--- src/rtl/router_fsm_n_pkg.sv ---
// Shared types and constants for the router input-side write-path controller.
package router_pkg;

    localparam int ROUTER_NUM_CH_MAX = 256;

    typedef enum logic [3:0] {
        DECODE_ADDRESS     = 4'd0,
        LOAD_FIRST_DATA    = 4'd1,
        WAIT_TILL_EMPTY    = 4'd2,
        LOAD_DATA          = 4'd3,
        LOAD_PARITY        = 4'd4,
        FIFO_FULL_STATE    = 4'd5,
        LOAD_AFTER_FULL    = 4'd6,
        CHECK_PARITY_ERROR = 4'd7,
        DROP_PACKET        = 4'd8
    } state_e;

    // Bit order: {detect_add, lfd_state, ld_state, laf_state, full_state,
    //             write_enb_reg, rst_int_reg, busy, drop_state}
    localparam logic [8:0] OUT_DECODE_ADDRESS     = 9'b1_0000_0000;
    localparam logic [8:0] OUT_LOAD_FIRST_DATA    = 9'b0_1000_0010;
    localparam logic [8:0] OUT_WAIT_TILL_EMPTY    = 9'b0_0000_0010;
    localparam logic [8:0] OUT_LOAD_DATA          = 9'b0_0100_1000;
    localparam logic [8:0] OUT_LOAD_PARITY        = 9'b0_0000_1010;
    localparam logic [8:0] OUT_FIFO_FULL_STATE    = 9'b0_0001_0010;
    localparam logic [8:0] OUT_LOAD_AFTER_FULL    = 9'b0_0010_1010;
    localparam logic [8:0] OUT_CHECK_PARITY_ERROR = 9'b0_0000_0110;
    localparam logic [8:0] OUT_DROP_PACKET        = 9'b0_0000_0011;

    function automatic logic [8:0] decode_outputs(input state_e s);
        logic [8:0] v;
        v = '0;
        case (s)
            DECODE_ADDRESS:     v = OUT_DECODE_ADDRESS;
            LOAD_FIRST_DATA:    v = OUT_LOAD_FIRST_DATA;
            WAIT_TILL_EMPTY:    v = OUT_WAIT_TILL_EMPTY;
            LOAD_DATA:          v = OUT_LOAD_DATA;
            LOAD_PARITY:        v = OUT_LOAD_PARITY;
            FIFO_FULL_STATE:    v = OUT_FIFO_FULL_STATE;
            LOAD_AFTER_FULL:    v = OUT_LOAD_AFTER_FULL;
            CHECK_PARITY_ERROR: v = OUT_CHECK_PARITY_ERROR;
            DROP_PACKET:        v = OUT_DROP_PACKET;
            default:            v = '0;
        endcase
        return v;
    endfunction

endpackage

--- src/rtl/router_fsm_n_if.sv ---
// Handshake bundle between the input register block / channel FIFOs and the write-path FSM.
interface router_fsm_n_if #(
    parameter int NUM_CH = 3,
    parameter int ADDR_W = 2
);
    logic              pkt_valid;
    logic [ADDR_W-1:0] data_in;
    logic              fifo_full;
    logic              low_pkt_valid;
    logic              parity_done;
    logic [NUM_CH-1:0] fifo_empty;
    logic [NUM_CH-1:0] soft_reset;

    logic              detect_add;
    logic              lfd_state;
    logic              ld_state;
    logic              laf_state;
    logic              full_state;
    logic              write_enb_reg;
    logic              rst_int_reg;
    logic              busy;
    logic              drop_state;
    logic [ADDR_W-1:0] addr_q;

    modport master (
        output pkt_valid, data_in, fifo_full, low_pkt_valid, parity_done,
               fifo_empty, soft_reset,
        input  detect_add, lfd_state, ld_state, laf_state, full_state,
               write_enb_reg, rst_int_reg, busy, drop_state, addr_q
    );

    modport slave (
        input  pkt_valid, data_in, fifo_full, low_pkt_valid, parity_done,
               fifo_empty, soft_reset,
        output detect_add, lfd_state, ld_state, laf_state, full_state,
               write_enb_reg, rst_int_reg, busy, drop_state, addr_q
    );
endinterface

--- src/rtl/router_fsm_n_sat_cnt.sv ---
// Saturating up-counter with synchronous active-low reset; holds at all-ones.
module router_sat_cnt #(
    parameter int WIDTH = 8
) (
    input  logic             clock,
    input  logic             resetn,
    input  logic             inc_i,
    output logic [WIDTH-1:0] cnt_o
);
    localparam logic [WIDTH-1:0] ONE = WIDTH'(1);

    logic [WIDTH-1:0] cnt_q, cnt_d;

    always_comb begin
        cnt_d = cnt_q;
        if (inc_i && (cnt_q != '1)) begin
            cnt_d = cnt_q + ONE;
        end
    end

    always_ff @(posedge clock) begin
        if (!resetn) begin
            cnt_q <= '0;
        end else begin
            cnt_q <= cnt_d;
        end
    end

    assign cnt_o = cnt_q;
endmodule

--- src/rtl/router_fsm_n.sv ---
// Write-path controller for an NUM_CH-channel router; packets to absent channels are swallowed.
// Optional drop counter output enabled by defining ROUTER_FSM_DROP_CNT_EN.
//
// state              | meaning
// DECODE_ADDRESS     | idle, latch header address on pkt_valid
// LOAD_FIRST_DATA    | write header byte into the selected FIFO
// WAIT_TILL_EMPTY    | destination FIFO still draining a previous packet
// LOAD_DATA          | write payload bytes
// LOAD_PARITY        | write trailing parity byte
// FIFO_FULL_STATE    | stalled on FIFO full
// LOAD_AFTER_FULL    | write the byte held during the stall
// CHECK_PARITY_ERROR | parity compare cycle
// DROP_PACKET        | consume a packet for a non-existent channel
module router_fsm_n
    import router_pkg::*;
#(
    parameter int NUM_CH = 3,
    parameter int ADDR_W = 2
) (
    input  logic          clock,
    input  logic          resetn,
    router_fsm_n_if.slave bus
`ifdef ROUTER_FSM_DROP_CNT_EN
    ,
    output logic [7:0]    drop_cnt
`endif
);
    localparam int NUM_ADDR = 2 ** ADDR_W;

    if (NUM_CH < 1 || NUM_CH > NUM_ADDR || NUM_CH > ROUTER_NUM_CH_MAX) begin : g_bad_num_ch
        $error("router_fsm_n: NUM_CH out of range for ADDR_W");
    end

    state_e            state_q, state_d;
    logic [ADDR_W-1:0] addr_q, addr_d;
    logic [NUM_ADDR-1:0] empty_ext, soft_ext;
    logic              hdr_in_range;
    logic              addr_q_in_range;
    logic              soft_hit;
    logic [8:0]        out_vec;

    // Widen per-channel flags to the full address space so any address indexes safely.
    always_comb begin
        empty_ext = '0;
        soft_ext  = '0;
        empty_ext[NUM_CH-1:0] = bus.fifo_empty;
        soft_ext[NUM_CH-1:0]  = bus.soft_reset;
    end

    assign hdr_in_range    = int'(bus.data_in) < NUM_CH;
    assign addr_q_in_range = int'(addr_q) < NUM_CH;
    assign soft_hit        = addr_q_in_range && soft_ext[addr_q] &&
                             (state_q != DECODE_ADDRESS) && (state_q != DROP_PACKET);

    always_comb begin
        state_d = state_q;
        addr_d  = addr_q;
        case (state_q)
            DECODE_ADDRESS: begin
                if (bus.pkt_valid) begin
                    addr_d = bus.data_in;
                    if (!hdr_in_range) begin
                        state_d = DROP_PACKET;
                    end else if (empty_ext[bus.data_in]) begin
                        state_d = LOAD_FIRST_DATA;
                    end else begin
                        state_d = WAIT_TILL_EMPTY;
                    end
                end
            end
            WAIT_TILL_EMPTY: begin
                if (empty_ext[addr_q]) begin
                    state_d = LOAD_FIRST_DATA;
                end
            end
            LOAD_FIRST_DATA: state_d = LOAD_DATA;
            LOAD_DATA: begin
                if (bus.fifo_full) begin
                    state_d = FIFO_FULL_STATE;
                end else if (!bus.pkt_valid) begin
                    state_d = LOAD_PARITY;
                end
            end
            FIFO_FULL_STATE: begin
                if (!bus.fifo_full) begin
                    state_d = LOAD_AFTER_FULL;
                end
            end
            LOAD_AFTER_FULL: begin
                if (bus.parity_done) begin
                    state_d = DECODE_ADDRESS;
                end else if (bus.low_pkt_valid) begin
                    state_d = LOAD_PARITY;
                end else begin
                    state_d = LOAD_DATA;
                end
            end
            LOAD_PARITY: state_d = CHECK_PARITY_ERROR;
            CHECK_PARITY_ERROR: begin
                state_d = bus.fifo_full ? FIFO_FULL_STATE : DECODE_ADDRESS;
            end
            DROP_PACKET: begin
                if (!bus.pkt_valid) begin
                    state_d = DECODE_ADDRESS;
                end
            end
            default: state_d = DECODE_ADDRESS;
        endcase
        // A read-timeout on the active channel abandons the packet in progress.
        if (soft_hit) begin
            state_d = DECODE_ADDRESS;
        end
    end

    always_ff @(posedge clock) begin
        if (!resetn) begin
            state_q <= DECODE_ADDRESS;
            addr_q  <= '0;
        end else begin
            state_q <= state_d;
            addr_q  <= addr_d;
        end
    end

    assign out_vec = decode_outputs(state_q);
    assign {bus.detect_add, bus.lfd_state, bus.ld_state, bus.laf_state, bus.full_state,
            bus.write_enb_reg, bus.rst_int_reg, bus.busy, bus.drop_state} = out_vec;
    assign bus.addr_q = addr_q;

`ifdef ROUTER_FSM_DROP_CNT_EN
    router_sat_cnt #(
        .WIDTH (8)
    ) u_drop_cnt (
        .clock  (clock),
        .resetn (resetn),
        .inc_i  ((state_q == DECODE_ADDRESS) && (state_d == DROP_PACKET)),
        .cnt_o  (drop_cnt)
    );
`endif

endmodule

--- src/flat_wrapper.sv ---
// flat-port wrapper written by rule: the top's interface ports become plain ports
module router_fsm_n_flat import router_pkg::*;
#(
    parameter int NUM_CH = 3,
    parameter int ADDR_W = 2
)
  (clock, resetn, bus_pkt_valid, bus_data_in, bus_fifo_full, bus_low_pkt_valid, bus_parity_done, bus_fifo_empty, bus_soft_reset, bus_detect_add, bus_lfd_state, bus_ld_state, bus_laf_state, bus_full_state, bus_write_enb_reg, bus_rst_int_reg, bus_busy, bus_drop_state, bus_addr_q);
  router_fsm_n_if #(.NUM_CH(NUM_CH), .ADDR_W(ADDR_W)) bus_i ();
  input  logic clock;
  input  logic resetn;
  input wire logic [$bits(bus_i.pkt_valid)-1:0] bus_pkt_valid;
  input wire logic [$bits(bus_i.data_in)-1:0] bus_data_in;
  input wire logic [$bits(bus_i.fifo_full)-1:0] bus_fifo_full;
  input wire logic [$bits(bus_i.low_pkt_valid)-1:0] bus_low_pkt_valid;
  input wire logic [$bits(bus_i.parity_done)-1:0] bus_parity_done;
  input wire logic [$bits(bus_i.fifo_empty)-1:0] bus_fifo_empty;
  input wire logic [$bits(bus_i.soft_reset)-1:0] bus_soft_reset;
  output wire logic [$bits(bus_i.detect_add)-1:0] bus_detect_add;
  output wire logic [$bits(bus_i.lfd_state)-1:0] bus_lfd_state;
  output wire logic [$bits(bus_i.ld_state)-1:0] bus_ld_state;
  output wire logic [$bits(bus_i.laf_state)-1:0] bus_laf_state;
  output wire logic [$bits(bus_i.full_state)-1:0] bus_full_state;
  output wire logic [$bits(bus_i.write_enb_reg)-1:0] bus_write_enb_reg;
  output wire logic [$bits(bus_i.rst_int_reg)-1:0] bus_rst_int_reg;
  output wire logic [$bits(bus_i.busy)-1:0] bus_busy;
  output wire logic [$bits(bus_i.drop_state)-1:0] bus_drop_state;
  output wire logic [$bits(bus_i.addr_q)-1:0] bus_addr_q;
  assign bus_i.pkt_valid = bus_pkt_valid;
  assign bus_i.data_in = bus_data_in;
  assign bus_i.fifo_full = bus_fifo_full;
  assign bus_i.low_pkt_valid = bus_low_pkt_valid;
  assign bus_i.parity_done = bus_parity_done;
  assign bus_i.fifo_empty = bus_fifo_empty;
  assign bus_i.soft_reset = bus_soft_reset;
  assign bus_detect_add = bus_i.detect_add;
  assign bus_lfd_state = bus_i.lfd_state;
  assign bus_ld_state = bus_i.ld_state;
  assign bus_laf_state = bus_i.laf_state;
  assign bus_full_state = bus_i.full_state;
  assign bus_write_enb_reg = bus_i.write_enb_reg;
  assign bus_rst_int_reg = bus_i.rst_int_reg;
  assign bus_busy = bus_i.busy;
  assign bus_drop_state = bus_i.drop_state;
  assign bus_addr_q = bus_i.addr_q;
  router_fsm_n #(.NUM_CH(NUM_CH), .ADDR_W(ADDR_W)) u_core (.clock(clock), .resetn(resetn), .bus(bus_i));
endmodule
--- config.mk ---
export PLATFORM = sky130hd
export DESIGN_NAME = router_fsm_n_flat
export DESIGN_NICKNAME = d
export VERILOG_FILES = /design/src/rtl/router_fsm_n_pkg.sv /design/src/rtl/router_fsm_n_if.sv /design/src/rtl/router_fsm_n_sat_cnt.sv /design/src/rtl/router_fsm_n.sv /design/src/flat_wrapper.sv
export SDC_FILE = /design/constraint.sdc
export NUM_CORES = 1
export LEC_CHECK = 0
export CORE_AREA = 2 2 58 60
export DETAILED_ROUTE_END_ITERATION = 8
export DIE_AREA = 0 0 60 62
export PLACE_DENSITY_LB_ADDON = 0.05
export SLEW_MARGIN = 20
export SYNTH_ARGS = -nofsm -noshare
export SYNTH_HDL_FRONTEND = slang
export SYNTH_SLANG_ARGS = --single-unit
--- constraint.sdc ---
create_clock -name clock -period 3.08 [get_ports clock]
set_input_delay 0.462 -clock clock [delete_from_list [all_inputs] [get_ports clock]]
set_output_delay 0.462 -clock clock [all_outputs]
set_load 0.03 [all_outputs]
**After elaboration in Yosys (flattened, before gate mapping)**

Memories as Yosys holds them, arrays and structs flattened. A register that Yosys moved wholly into a read port is not among the register bits.
Index checks and enable logic that the tools add are counted.

- Memories: 1
- Logic and storage cells: 50
- Output and inout port bits: 11
- Flip-flop bits (word level): 6
- ROM bits: 144
- Bits of input ports: 14

- Bitwise logic cells: 1
- Equal/unequal tests: 14
- Reductions and logical operators: 8
- Multiplexer cells: 20
- Magnitude comparators: 4

Memory list:

| memory | depth | bits a word | read ports | clocked after memory_dff | write ports | RTL line | RTL |
|---|---|---|---|---|---|---|---|
| (name not given) | 16 | 9 | 1 | 1 | 0 | router_fsm_n_pkg.sv:33 | `case (s)` |

Operators with widths:

| operator | number |
|---|---|
| 2-to-1 mux 4 bit | 10 |
| case mux 4 bit (9 select lines) | 1 |
| equality test 4 x 3 -> 1 bit, second input constant | 4 |
| equality test 4 x 2 -> 1 bit, second input constant | 2 |
| binary-select mux 1 bit (select 2 bit) | 3 |
| < comparator 2 x 3 -> 1 bit, second input constant | 2 |
| 2-to-1 mux 3 bit | 2 |
| != test 2 bit, second input constant | 3 |
| AND reduction 5 bit | 1 |
| equality test 4 x 1 -> 1 bit, second input constant | 1 |
| equality test 4 bit, second input constant | 1 |
| zero test 4 bit | 1 |
| < comparator 2 bit, second input constant | 2 |
| != test 4 bit, second input constant | 1 |
| nonzero test 4 bit | 1 |
| logical AND 1 bit | 3 |
| 2-to-1 mux 1 bit | 3 |
| != test 3 bit, second input constant | 1 |
| 2-to-1 mux 2 bit | 1 |
| != test 2 x 1 -> 1 bit, second input constant | 1 |
| AND reduction 2 bit | 1 |
| OR reduction 2 bit | 1 |
| inverter 1 bit | 1 |

**Logic depth before layout (Yosys ltp)**

- Depth in word-level cells: 8
- Depth in mapped cells: 9
- Gate-level depth less buffers: 8

**Worst setup path after synthesis**

No wires, ideal clock.

- Path type: in2reg
- From: in bus_parity_done
- To: reg u_core.out_vec[1] (netlist name)
- Required time: 2.957 ns
- Cell stages on the path: 7
- Setup time: 0.123 ns
- Arrival time: 1.984 ns
- Slack: 0.973 ns
- Cells stage by stage: or4b_1 -> a21oi_1 -> o2111ai_1 -> mux2_4 -> ha_1 -> a31oi_1 -> mux2i_1

- Cells in the longest elaborated chain, start to end: 4

Ends and longest elaborated chain:

| item | RTL line | RTL |
|---|---|---|
| start: declaration | flat_wrapper.sv:15 | `input wire logic [$bits(bus_i.parity_done)-1:0] bus_parity_done;` |
| 2-to-1 mux 4 bit | router_fsm_n.sv:90 | `if (bus.parity_done) begin` |
| case mux 4 bit (9 select lines) | router_fsm_n.sv:58 | `case (state_q)` |
| 2-to-1 mux 4 bit (no source line) (2 in series) | -- |  |

No other way between the ends.
A chain may end at the register's enable or synchronous reset.

**Final worst setup path**

- From: in bus_parity_done
- To: reg u_core.out_vec[1] (netlist name)

- Cells in the longest elaborated chain, start to end: 4

Ends and longest elaborated chain:

| item | RTL line |
|---|---|
| 2-to-1 mux 4 bit | router_fsm_n.sv:90 |
| case mux 4 bit (9 select lines) | router_fsm_n.sv:58 |
| 2-to-1 mux 4 bit (no source line) (2 in series) | -- |

No other way between the ends.

==> flow_summary_export.csv <==
group,metric,value,unit
detailed_routing,ant_nets,0,
global_route,grt_pass1_vias,737,
critical_path,worst_ep_arrival_time,2.57,ns
critical_path,crit_path_end_kind,"flop",
clock_network,h-tree-depth,1,
detailed_routing,wl_per_cell,12.4,um
synth,synth.distinct_cells,39,
cells_and_area,final_cell_mix,"clkdlybuf4s50_1 (24), dfxtp_1 (15), inv_1 (7), nor2_1 (7)",
clock_network,cts_tree,"built",
synth,yosys_warnings,0,
detailed_routing,drt_iter0_markers,4,
critical_path,path_cells,"clkdlybuf4s50_1 -> or4b_1 -> a21oi_1 -> o2111ai_1 -> mux2_4 -> ha_1 -> a31oi_1 -> mux2i_1",
critical_path,slowest_stage,"or4b_1",
sta,min_period_over_period,77.4,%
clock_network,numClockSinks,15,
sta,hold_slack,0.630,ns
pwr,power.density,805,mW/mm^2
sta,hold_viol_final,0,
clock_network,numCtsBuffers,3,
pwr,p_leak,0.468,nW
global_route,track_usage,12.3,%
synth,avgSynthCellArea,9.44,um^2
placed_design,dp.cells,160,
clock_network,post_cts_buffers,0,
sta,relSlewSlack,67.8,%
floorplanning,core,0.00318,mm^2
synth,ys_ff_latch,15,
cells_and_area,area_growth,33.4,%
placed_design,gp_congestion,0.712,
sta,fin_skew,0.0124,ns
clock_network,clk_latency,0.29,ns
sta,slew_violations,0,
sta,fmax,0.420,GHz
cells_and_area,seqCellArea,300,um^2
clock_network,path_clk_slew,0.10,ns
synth,netlist_instances,94,
floorplanning,die_x,60,um
global_route,gr-total-overflow,0,
cells_and_area,final_cell_count_no_fill,164,
floorplanning,ios,25,
cells_and_area,layout_commonest_cell,"clkdlybuf4s50_1",
clock_network,clockBufferDepth,2,
placed_design,dp_hpwl,1560,um
critical_path,cp_top_family,"simple AND/OR/NAND/NOR gates",
outcome,status,"completed",
floorplanning,start_util,27.9,%
synth,yosysSeqAreaShare,33.9,%
floorplanning,die_h,62,um
critical_path,worstPathMaxFanout,5,
cells_and_area,multi_input_area,524,um^2
synth,synthFlopType,"dfxtp_1",
cells_and_area,post_route_cells_drive_above_1_share,13.6,%
clock_network,root_buffer,"clkbuf_4",
floorplanning,dieArea,0.00372,mm^2
clock_network,cts-resized-gates,0,
sta,finalSetupTns,0,ns
critical_path,worst_setup_path_start_kind,"primary input",
global_route,antenna_found_initial,0,
flow_run,drv_cap,0,
sta,finalSetupViolCount,0,
sta,worst_slew_pin_slew,0.479,ns
cells_and_area,fin_util,37.2,%
global_route,grt_pass1_wl,3380,um
detailed_routing,first_pass_iters,4,
critical_path,path_class,"in2reg",
detailed_routing,vias_per_cell,4.54,
synth,synth_edf_count,0,
synth,async_flop_share,0,%
critical_path,cp.required,3.26,ns
placed_design,port_buffers,24,
synth,syn_nets,110,
detailed_routing,drc,0,
cells_and_area,nNetsFinal,135,
critical_path,crit_buf_inv,1,
clock_network,ctsHoldBuffers,0,
detailed_routing,wl,2030,um
cells_and_area,filler_cell_count,340,
critical_path,crit_path_max_incr_delay,0.50,ns
floorplanning,row_count,21,
detailed_routing,num_vias,744,
sta,rsz0062_at_grt,"false",
pwr,ir_drop,307,uV
sta,period_minus_slack,2.38,ns
cells_and_area,n_antenna_cell,0,
synth,synth_area,887,um^2
min_path,hold_path_class,"reg2reg",
global_route,grt_max_degree,14,
==> kinds of logic (layout without fill, tap and decap cells) <==
kind of cell / count (synthesis) / after routing / synth area share (%)
DFF: 15 / 15 / 33.9
AOI/OAI and AO/OA: 20 / 20 / 18.6
buffers and inverters: 13 / 37 / 7.05
adders and majority gates: 2 / 2 / 2.82
muxes: 7 / 7 / 9.03
and+or+nand+nor: 36 / 36 / 27.6
xor gates and xnor gates: 1 / 1 / 0.987
==> path summary, 6_finish.rpt <==
path                                      from                           endpoint  slack (ns)  depth (start not counted)
max                            bus_parity_done          u_core.out_vec[1]$_DFF_P_        0.70                          8
min          u_core.bus.addr_q[1]$_SDFFE_PN0P_  u_core.bus.addr_q[1]$_SDFFE_PN0P_        0.63                          2
min reg2reg  u_core.bus.addr_q[1]$_SDFFE_PN0P_  u_core.bus.addr_q[1]$_SDFFE_PN0P_        0.63                          2
max reg2reg     u_core.state_q[2]$_SDFFE_PP0N_          u_core.out_vec[1]$_DFF_P_        0.71                          7
==> power by group <==
group          internal, mW  switching, mW  leakage (nW)
clock network        0.0482         0.0629        0.0177
registers             0.247         0.0703         0.123
logic                 0.234          0.291         0.328
==> metal layers <==
metal	vias to the layer above	track usage, %	part of all wire (%)
met5	-	0	0
met3	0	4.76	5.9
met4	0	1.90	0
met2	18	18.3	42
li1	391	-	-
met1	335	17.1	52
==> registers in the layout, summed over array words and instances, names as in the netlist <==
name / flops
u_core.bus.addr_q: 2
u_core.state_q: 4
u_core.out_vec: 9
==> synth_stat cells (2+ instances only) <==
master,instances,area [um^2]
inv_1,7,26.3
nand3b_1,2,15.0
a31oi_1,2,12.5
nand2b_1,5,31.3
ha_1,2,25.0
nand3_2,2,20.0
nor3_2,3,30.0
o211ai_1,4,30.0
buf_2,2,10.0
nor3_1,3,15.0
mux2_4,2,30.0
a21oi_1,2,10.0
mux2i_1,5,50.1
nand2_1,3,11.3
o21ai_0,2,10.0
dfxtp_1,15,300
o31ai_1,2,15.0
inv_2,2,7.51
nor2_1,7,26.3
and3b_1,2,17.5
nor2b_1,2,12.5
==> through the flow <==
stage	area, um^2	setup slack, ns	total power [mW]
floorplan	887	0.973	0.709
global placement	1160	0.429	0.849
detailed placement	1160	0.379	0.848
CTS	1180	0.684	0.963
global route	1180	0.567	1.04
finish	1180	0.696	0.953
==> area by class of cell <==
| type | instances | share of cell area (%) |
|---|---|---|
| flip-flops and latches | 15 | 25.4 |
| well taps | 46 | 4.86 |
| repair buffers | 24 | 20.3 |
| inverters | 9 | 2.85 |
| clock buffers | 3 | 1.90 |
| multi-input cells | 66 | 44.3 |
| clock inverters | 1 | 0.423 |
==> worst register-to-register path, delay by kind of cell, from the launching register on <==
family          cells  cell delay (ns)
flops               1             0.62
fa+ha+maj           1             0.28
simple gates        1             0.48
compound gates      3             0.48
mux                 2             0.42
Power figures use the tool's default switching activity.
